<file path="config.mk">
export PLATFORM = sky130hd
export DESIGN_NAME = out_text_wrapper_flat
export DESIGN_NICKNAME = d
export VERILOG_FILES = /design/src/rtl/out_text_wrapper_if.sv /design/src/rtl/out_text_wrapper.sv /design/src/flat_wrapper.sv
export SDC_FILE = /design/constraint.sdc
export NUM_CORES = 1
export LEC_CHECK = 0
export CORE_UTILIZATION = 56
export CTS_BUF_LIST = sky130_fd_sc_hd__clkbuf_8
export DETAILED_ROUTE_END_ITERATION = 6
export GPL_TIMING_DRIVEN = 0
export PLACE_DENSITY_LB_ADDON = 0.05
export SLEW_MARGIN = 40
export SYNTH_ARGS = -nofsm -noshare
export SYNTH_HDL_FRONTEND = slang
export SYNTH_SLANG_ARGS = --single-unit
</file>
<file path="constraint.sdc">
create_clock -name clk -period 6.3 [get_ports clk]
set_input_delay 0.945 -clock clk [delete_from_list [all_inputs] [get_ports clk]]
set_output_delay 0.945 -clock clk [all_outputs]
set_load 0.05 [all_outputs]
</file>
<file path="src/rtl/out_text_wrapper_if.sv">
// Byte-in / beat-out stream bundle between the puts path, the line formatter
// and the view drawer.
interface out_text_wrapper_if #(
   parameter int unsigned LINE_W = 16
);
   logic              in_valid;
   logic              in_ready;
   logic [7:0]        in_char;
   logic              in_last;
   logic              out_valid;
   logic              out_ready;
   logic [7:0]        out_char;
   logic [7:0]        out_col;
   logic              out_eol;
   logic              out_empty;
   logic [LINE_W-1:0] out_line;

   // Environment side: produces bytes, consumes beats.
   modport master (
      output in_valid, in_char, in_last, out_ready,
      input  in_ready, out_valid, out_char, out_col, out_eol, out_empty, out_line
   );

   // Formatter side: consumes bytes, produces beats.
   modport slave (
      input  in_valid, in_char, in_last, out_ready,
      output in_ready, out_valid, out_char, out_col, out_eol, out_empty, out_line
   );
endinterface

</file>
<file path="src/rtl/out_text_wrapper.sv">
// Splits the puts byte stream on newline and soft-wraps at the scrollbar column,
// emitting one registered beat per displayed character for the view drawer.
module out_text_wrapper #(
   parameter int unsigned MAX_COLS = 160,
   parameter int unsigned LINE_W   = 16
) (
   input  logic               clk,
   input  logic               rst,
   input  logic               clr,
   input  logic [7:0]         wrap_col,
   out_text_wrapper_if.slave  bus,
   output logic [LINE_W-1:0]  line_count
);
   typedef enum logic [1:0] {
      ST_IDLE,
      ST_HOLD,
      ST_FLUSH
   } state_e;

   localparam logic [7:0] MAX_COLS_B = 8'(MAX_COLS);
   localparam logic [7:0] CH_LF      = 8'h0A;
   localparam logic [7:0] CH_CR      = 8'h0D;

   state_e            state_q, state_d;
   logic [7:0]        h_char_q, h_char_d;
   logic [7:0]        h_col_q, h_col_d;
   logic              out_valid_q, out_valid_d;
   logic [7:0]        out_char_q, out_char_d;
   logic [7:0]        out_col_q, out_col_d;
   logic              out_eol_q, out_eol_d;
   logic              out_empty_q, out_empty_d;
   logic [LINE_W-1:0] out_line_q, out_line_d;
   logic [LINE_W-1:0] line_count_q, line_count_d;

   logic [7:0] w_eff;
   logic       at_edge;
   logic       out_free;
   logic       in_fire;
   logic       beat_done;
   logic       is_lf;
   logic       is_cr;
   logic       load;
   logic [7:0] ld_char;
   logic [7:0] ld_col;
   logic       ld_eol;
   logic       ld_empty;

   assign w_eff     = (wrap_col == 8'd0 || wrap_col > MAX_COLS_B) ? MAX_COLS_B : wrap_col;
   assign at_edge   = (h_col_q >= w_eff - 8'd1);
   assign out_free  = !out_valid_q || bus.out_ready;
   assign bus.in_ready = !rst && (state_q != ST_FLUSH) && out_free;
   assign in_fire   = bus.in_valid && bus.in_ready;
   assign beat_done = out_valid_q && bus.out_ready;
   assign is_lf     = (bus.in_char == CH_LF);
   assign is_cr     = (bus.in_char == CH_CR);

   // The held char's end-of-line flag is only known once the next byte arrives.
   always_comb begin
      // NOTE: every signal gets a default before the case so no latch is inferred.
      state_d  = state_q;
      h_char_d = h_char_q;
      h_col_d  = h_col_q;
      load     = 1'b0;
      ld_char  = h_char_q;
      ld_col   = h_col_q;
      ld_eol   = 1'b0;
      ld_empty = 1'b0;
      case (state_q)
         ST_IDLE: begin
            if (in_fire) begin
               if (is_lf) begin
                  load     = 1'b1;
                  ld_char  = 8'h00;
                  ld_col   = 8'd0;
                  ld_eol   = 1'b1;
                  ld_empty = 1'b1;
               end else if (!is_cr) begin
                  h_char_d = bus.in_char;
                  h_col_d  = 8'd0;
                  state_d  = bus.in_last ? ST_FLUSH : ST_HOLD;
               end
            end
         end
         ST_HOLD: begin
            if (in_fire) begin
               if (is_lf) begin
                  load    = 1'b1;
                  ld_eol  = 1'b1;
                  state_d = ST_IDLE;
               end else if (is_cr) begin
                  if (bus.in_last) state_d = ST_FLUSH;
               end else begin
                  load     = 1'b1;
                  ld_eol   = at_edge;
                  h_char_d = bus.in_char;
                  h_col_d  = at_edge ? 8'd0 : h_col_q + 8'd1;
                  state_d  = bus.in_last ? ST_FLUSH : ST_HOLD;
               end
            end
         end
         ST_FLUSH: begin
            if (out_free) begin
               load    = 1'b1;
               ld_eol  = 1'b1;
               state_d = ST_IDLE;
            end
         end
         default: state_d = ST_IDLE;
      endcase
   end

   // A new beat carries the count as it stands once any eol beat leaving now is counted.
   always_comb begin
      line_count_d = line_count_q;
      if (beat_done && out_eol_q && line_count_q != '1)
         line_count_d = line_count_q + LINE_W'(1);

      out_valid_d = out_valid_q;
      out_char_d  = out_char_q;
      out_col_d   = out_col_q;
      out_eol_d   = out_eol_q;
      out_empty_d = out_empty_q;
      out_line_d  = out_line_q;
      if (load) begin
         out_valid_d = 1'b1;
         out_char_d  = ld_char;
         out_col_d   = ld_col;
         out_eol_d   = ld_eol;
         out_empty_d = ld_empty;
         out_line_d  = line_count_d;
      end else if (out_free) begin
         out_valid_d = 1'b0;
      end
   end

   always_ff @(posedge clk) begin
      // NOTE: state registers use non-blocking assignments so every flop samples pre-edge values.
      if (rst || clr) begin
         state_q      <= ST_IDLE;
         h_char_q     <= 8'h00;
         h_col_q      <= 8'd0;
         out_valid_q  <= 1'b0;
         out_char_q   <= 8'h00;
         out_col_q    <= 8'd0;
         out_eol_q    <= 1'b0;
         out_empty_q  <= 1'b0;
         out_line_q   <= '0;
         line_count_q <= '0;
      end else begin
         state_q      <= state_d;
         h_char_q     <= h_char_d;
         h_col_q      <= h_col_d;
         out_valid_q  <= out_valid_d;
         out_char_q   <= out_char_d;
         out_col_q    <= out_col_d;
         out_eol_q    <= out_eol_d;
         out_empty_q  <= out_empty_d;
         out_line_q   <= out_line_d;
         line_count_q <= line_count_d;
      end
   end

   assign bus.out_valid = out_valid_q;
   assign bus.out_char  = out_char_q;
   assign bus.out_col   = out_col_q;
   assign bus.out_eol   = out_eol_q;
   assign bus.out_empty = out_empty_q;
   assign bus.out_line  = out_line_q;
   assign line_count    = line_count_q;
endmodule

</file>
<file path="src/flat_wrapper.sv">
// flat-port wrapper written by rule: the top's interface ports become plain ports
module out_text_wrapper_flat 
#(
   parameter int unsigned MAX_COLS = 160,
   parameter int unsigned LINE_W   = 16
)
  (clk, rst, clr, wrap_col, line_count, bus_in_valid, bus_in_char, bus_in_last, bus_out_ready, bus_in_ready, bus_out_valid, bus_out_char, bus_out_col, bus_out_eol, bus_out_empty, bus_out_line);
  out_text_wrapper_if #(.LINE_W(LINE_W)) bus_i ();
  input  logic clk;
  input  logic rst;
  input  logic clr;
  input  logic [7:0] wrap_col;
  output logic [LINE_W-1:0] line_count;
  input wire logic [$bits(bus_i.in_valid)-1:0] bus_in_valid;
  input wire logic [$bits(bus_i.in_char)-1:0] bus_in_char;
  input wire logic [$bits(bus_i.in_last)-1:0] bus_in_last;
  input wire logic [$bits(bus_i.out_ready)-1:0] bus_out_ready;
  output wire logic [$bits(bus_i.in_ready)-1:0] bus_in_ready;
  output wire logic [$bits(bus_i.out_valid)-1:0] bus_out_valid;
  output wire logic [$bits(bus_i.out_char)-1:0] bus_out_char;
  output wire logic [$bits(bus_i.out_col)-1:0] bus_out_col;
  output wire logic [$bits(bus_i.out_eol)-1:0] bus_out_eol;
  output wire logic [$bits(bus_i.out_empty)-1:0] bus_out_empty;
  output wire logic [$bits(bus_i.out_line)-1:0] bus_out_line;
  assign bus_i.in_valid = bus_in_valid;
  assign bus_i.in_char = bus_in_char;
  assign bus_i.in_last = bus_in_last;
  assign bus_i.out_ready = bus_out_ready;
  assign bus_in_ready = bus_i.in_ready;
  assign bus_out_valid = bus_i.out_valid;
  assign bus_out_char = bus_i.out_char;
  assign bus_out_col = bus_i.out_col;
  assign bus_out_eol = bus_i.out_eol;
  assign bus_out_empty = bus_i.out_empty;
  assign bus_out_line = bus_i.out_line;
  out_text_wrapper #(.MAX_COLS(MAX_COLS), .LINE_W(LINE_W)) u_core (.clk(clk), .rst(rst), .clr(clr), .wrap_col(wrap_col), .bus(bus_i), .line_count(line_count));
endmodule
</file>
# == After elaboration in Yosys (flattened, before gate mapping) ==
# Cells that the tools add are included.
# Widths: inputs -> output; s select.
# word_totals
word_cells,90
inputBits,22
out_inout_bits,52
register_bits,69
# classes
muxes,40
addsub,3
bitwise,2
order_cmp,2
eq_ne,14
n_reduce_logical,19
# ops
operator,count
$mux 8,14
$mux 2,9
$add 16x1->16 const B,1
$eq 8x4->1 const B,2
$mux 16,1
$ne 16x16->1 const B,1
$pmux 8 s2,1
$mux 1,12
$ne 2x2->1 const B,5
$add 8x1->8 const B,1
$ge 8x8->1,1
$gt 8x8->1 const B,1
$logic_not 8->1,1
$sub 8x1->8 const B,1
$reduce_and 7->1,1
$logic_and 1x1->1,6
$ne 2x1->1 const B,3
$pmux 1 s3,2
$pmux 2 s3,1
$reduce_and 6->1,1
$ne 4x3->1 const B,1
$reduce_and 4->1,1
$reduce_bool 2->1,2
$logic_or 1x1->1,3
other kinds (6),8

# == Depth between registers and ports, before layout ==
# logic_depth
depth_word,10
mapped_depth,15
depth_no_buf,15

# == Least setup slack after synthesis ==
# No wires, ideal clock.
# synth_timing
kind,in2reg
from,input wrap_col[3]
to,register u_core.h_col_q[4]
setup_slack_ns,2.437
t_arrival_ns,3.793
t_required_ns,6.230
cell_stages,15
n_path_buf,0
setup_ns,0.070
cell_sequence,nor3_1 > a21boi_0 > o21ai_0 > a21boi_0 > nand2_1 > ha_1 > nand3_1 > o21ai_0 > a21o_1 > ha_1 > a211oi_1 > o21ai_0 > a21o_1 > or4_1 > a21oi_1
# synth_between
elab_chain_len,10
word_cells_on_any_way,11
cone_classes,1 x add/sub; 2 x order compare; 6 x mux; 2 x reduce/logical
# synth_lines
element,line_no,text
from (decl),flat_wrapper.sv:12,input logic [7:0] wrap_col;
$gt 8x8->1 / $logic_not 8->1 (equally long branches),out_text_wrapper.sv:48,assign w_eff = (wrap_col == 8'd0 || wrap_col > MAX_COLS_B) ? MAX_COLS_B : wrap_col;
$logic_or 1x1->1,out_text_wrapper.sv:48,
$mux 8 (*),out_text_wrapper.sv:48,
$sub 8x1->8 (*),out_text_wrapper.sv:49,assign at_edge = (h_col_q >= w_eff - 8'd1);
$ge 8x8->1 (*),out_text_wrapper.sv:49,
$mux 8 (*),out_text_wrapper.sv:96,h_col_d = at_edge ? 8'd0 : h_col_q + 8'd1;
$mux 8 (*),out_text_wrapper.sv:90,end else if (is_cr) begin
$mux 8 (*),out_text_wrapper.sv:86,if (is_lf) begin
$mux 8 (*),out_text_wrapper.sv:85,if (in_fire) begin
$pmux 8 s2 (*),out_text_wrapper.sv:68,case (state_q)
to (signal assigned),out_text_wrapper.sv:152,h_col_q <= h_col_d;
to (decl),out_text_wrapper.sv:26,"logic [7:0] h_col_q, h_col_d;"
# Every way passes the cells marked *; elsewhere a longest branch is shown, timed or not. The select of a mux whose other input is x is not followed.
# A chain may end at the register's enable or synchronous reset.

# == Final worst setup path ==
# layout_timing
from,input wrap_col[3]
to,register u_core.h_col_q[6]
# Same word-level chain as after synthesis.

==> qor.csv <==
stage;metric;value;unit
synth;Synth warnings;0;
synth;Synth Area per Inst;8.29;sq um
power_and_ir_drop;static leakage power;0.00148;uW
drt;final antenna-violating net count;0;
placement;Inst Count DP;539;
outcome;result of the run;finished clean;
global_routing;pin count of the biggest net entering global routing;13;
die;Std-Cell Core Area;0.00557;sq mm
die;Die Span Y;78.4;microns
sta;setup tns final;0;ps
power_and_ir_drop;VDD IR-drop max;0.000140;V
run;number of maximum-capacitance violations;0;
drt;Vias;3314;
cells_and_area;number of standard cells in the final layout excluding fillers;555;
min_path;worst hold path depth;2;
worst_setup_path;highest fanout seen on the critical path;8;
worst_setup_path;element type at the critical path start;input port;
global_routing;wire length of the first global-routing pass;14200;microns
clock_tree;number of setup buffers added after CTS;0;
clock_tree;clock tree from TritonCTS;built;
die;number of cell rows;27;
drt;number of iterations in the first detailed-routing pass;5;
power_and_ir_drop;power density over cell area;204;mW/mm^2
clock_tree;number of buffers added by the clock tree synthesis step;9;
clock_tree;count of H-tree levels built during CTS;3;
sta;Setup Skew;9.64;ps
cells_and_area;layout-stage area growth over the synthesis result;31.6;%
worst_setup_path;Critical Path Max Stage Delay;470;ps
global_routing;total overflow reported by the global router;0;
clock_tree;buffers from clock root to sink, at most;2;
worst_setup_path;Crit path buffers/inverters;1;
synth;area of the mapped netlist;0.00327;sq mm
sta;tightest slew margin relative to the limit;48.0;%
worst_setup_path;Arrival @ worst endpoint;4930;ps
die;I/O pin total;74;
synth;top cells by area in the synthesized netlist;sky130_fd_sc_hd__dfxtp_1 (42%), sky130_fd_sc_hd__a21oi_1 (6.9%), sky130_fd_sc_hd__nand2_1 (6.0%);
drt;Routed WL;8720;microns
placement;number of port buffers;73;
drt;DR vias/cell;5.97;
worst_setup_path;dominant cell type by count on the critical path;sky130_fd_sc_hd__o21ai_0;
sta;count of endpoints failing hold in the final timing report;0;
synth;Most used DFF post-synth;sky130_fd_sc_hd__dfxtp_1;
die;Initial Util;58.6;%
synth;async set-reset flop share out of synthesis;0;%
die;horizontal die dimension;78.4;microns
synth;sequential cell area fraction in the yosys report;42.3;%
worst_setup_path;Crit path required time;6590;ps
min_path;start point of the worst min-delay path;u_core.bus.out_col[0];
global_routing;antenna violations before repair;0;
clock_tree;post-cts hold buffer count;0;
worst_setup_path;startpoint of the worst setup timing path;wrap_col[3];
synth;synthesized instance count;394;
drt;remaining design rule violation count;0;
worst_setup_path;Worst Setup End Kind;flip-flop;
sta;number of endpoints failing setup at the final stage;0;
clock_tree;clock latency reported for the late side of the worst-skew pair;350;ps
min_path;path category of the worst min-delay check;reg -> reg;
drt;routed wirelength normalized by instance count;15.7;microns
worst_setup_path;length in cells of the worst reg-to-reg path;6;
die;area enclosed by the die boundary;0.00615;sq mm
sta;transition at the pin with the smallest max-transition slack;773;ps
sta;min Tclk post-route;4650;ps
synth;distinct cell type count after synthesis;50;
placement;HPWL after detailed placement;6200;microns
cells_and_area;Nets;511;
cells_and_area;Core Util, Final;77.2;%
sta;peak clock frequency supported by timing;215;MHz
global_routing;number of global-route vias before repair;3129;
sta;final worst-path cycle share;73.8;%
synth;post-synthesis cell type with the largest combined area;sky130_fd_sc_hd__dfxtp_1;
cells_and_area;FILL cells;428;
sta;number of max-slew violations in the final report;0;
sta;setup repair after global routing missed its margin;false;
worst_setup_path;family with the most delay on the worst path;compound AO/OA/AOI/OAI gates;
sta;minimum hold slack;450;ps
drt;Iteration-0 DRC Markers;265;
clock_tree;post-cts sizing count;0;
worst_setup_path;Worst R2R End;u_core.bus.out_line[0];
min_path;worst hold endpoint;u_core.bus.out_col[0];
synth;EDFF count, synth;0;
placement;placer's final routability congestion estimate;0.867;
worst_setup_path;reg-to-reg setup timing slack;4040;ps
synth;syn_nets;427;
clock_tree;Clock transition at path regs;60;ps
worst_setup_path;series of cell instances along the critical path;clkdlybuf4s50_1 > nor3_1 > a21boi_0 > o21ai_0 > a21boi_0 > nand2_1 > ha_1 > nand3_1 > o21ai_0 > a21o_1 > ha_1 > a211oi_1 > o21ai_0 > a21o_1 > nor3_1 > a22o_1;
global_routing;GRT Resource Usage Total;29.9;%
cells_and_area;antenna cell count;0;
synth;post-synthesis register bit count;69;
clock_tree;Root Driver;sky130_fd_sc_hd__clkbuf_8;
clock_tree;clock sink count;69;
worst_setup_path;launch instance of the worst register-to-register path;u_core.line_count[0];
cells_and_area;share of post-route cells with drive strength above 1;7.25;%
worst_setup_path;critical setup path kind;in -> reg;
synth;proportion of netlist area held by the largest area contributor;42.3;%
worst_setup_path;critical path's slowest cell;sky130_fd_sc_hd__nor3_1;
[synthesized netlist by cell type, drive strengths merged, types with 3 or more instances]
cell type	count
a22o	5
and4	4
nor2b	9
nor2	31
and3	5
ha	11
clkbuf	11
a211oi	5
nand2	52
nand3b	3
nand3	28
nand4	6
inv	4
nor3	15
buf	9
dfxtp	69
xor2	5
o21ai	24
o31ai	6
a21oi	45
nor4	5
xnor2	8
[per-stage QoR]
stage               power [uW]  cell area, sq um  setup WS (ps)
global route               903              4300           1290
finish                     876              4300           1650
CTS                        879              4300           1740
global placement           518              4090           1550
detailed placement         520              4100           1450
floorplan                  489              3270           2440
[sequential cells by signal (all words and copies together), names as in the netlist]
signal / flops
u_core.bus.out_empty: 1
u_core.bus.out_col: 8
u_core.h_char_q: 8
u_core.h_col_q: 8
u_core.state_q: 2
u_core.line_count: 16
u_core.bus.out_char: 8
u_core.bus.out_line: 16
u_core.bus.out_eol: 1
u_core.bus.out_valid: 1
[where the power goes]
group          leakage, uW  total [uW]  switching (uW)  internal (uW)
combinational     0.000822        71.1            40.9           30.2
clock             0.000102         365             172            193
sequential        0.000556         440            1.50            438
[worst max-delay path by stage]
stage | to | cells after the start
2_1_floorplan | u_core.h_col_q[4] | 15
3_3_place_gp | u_core.h_col_q[2] | 16
3_5_place_dp | u_core.h_col_q[7] | 16
4_1_cts | u_core.h_col_q[6] | 16
5_1_grt | u_core.h_col_q[6] | 16
6_report | u_core.h_col_q[6] | 16
[per-layer routing]
metal / GRT usage (%) / part of all wire (%)
met5: 0 / 0
met4: 14.8 / 2.4
met3: 6.63 / 7.6
met2: 47.3 / 46
met1: 38.3 / 44
[area by class of cell]
class | count | area, sq um | share of cell area (%)
Sequential cell | 69 | 1380 | 32.1
Multi-Input combinational cell | 301 | 1780 | 41.4
Clock buffer | 10 | 138 | 3.20
Timing Repair Buffer | 73 | 731 | 17.0
Buffer | 20 | 105 | 2.44
Inverter | 4 | 15.0 | 0.349
Tap cell | 72 | 90.1 | 2.09
Clock inverter | 6 | 61.3 | 1.43
[cell families after synthesis]
logic type | share of synthesized area (%)
multiplexers | 0.613
adder cells (fa/ha/maj) | 4.21
flip-flops | 42.3
AO/OA/AOI/OAI | 19.8
XOR/XNOR | 3.48
buffers and inverters | 3.68
AND/OR/NAND/NOR | 26.0
[worst register-to-register path, stage by stage, from the launching register on]
cell and delay, ps:
sky130_fd_sc_hd__dfxtp_1 430, sky130_fd_sc_hd__ha_1 270, sky130_fd_sc_hd__nand4_1 160, sky130_fd_sc_hd__nor4_1 680
sky130_fd_sc_hd__nor2_1 190, sky130_fd_sc_hd__xnor2_1 300, sky130_fd_sc_hd__a211oi_2 110
[cell usage in the layout (no fill, tap or decap), types with 6 or more instances in the layout]
cell type / count
sky130_fd_sc_hd__clkdlybuf4s50_1: 73
sky130_fd_sc_hd__dfxtp_1: 69
sky130_fd_sc_hd__nand2_1: 52
sky130_fd_sc_hd__a21oi_1: 45
sky130_fd_sc_hd__nor2_1: 31
sky130_fd_sc_hd__nand3_1: 28
sky130_fd_sc_hd__o21ai_0: 16
sky130_fd_sc_hd__nor3_1: 15
sky130_fd_sc_hd__clkbuf_1: 11
sky130_fd_sc_hd__ha_1: 11
sky130_fd_sc_hd__clkbuf_8: 10
sky130_fd_sc_hd__xnor2_1: 8
sky130_fd_sc_hd__nor2b_1: 8
sky130_fd_sc_hd__o21ai_1: 8
sky130_fd_sc_hd__buf_2: 6
sky130_fd_sc_hd__nand4_1: 6
sky130_fd_sc_hd__o31ai_1: 6
(Power assumes the default switching activity.)
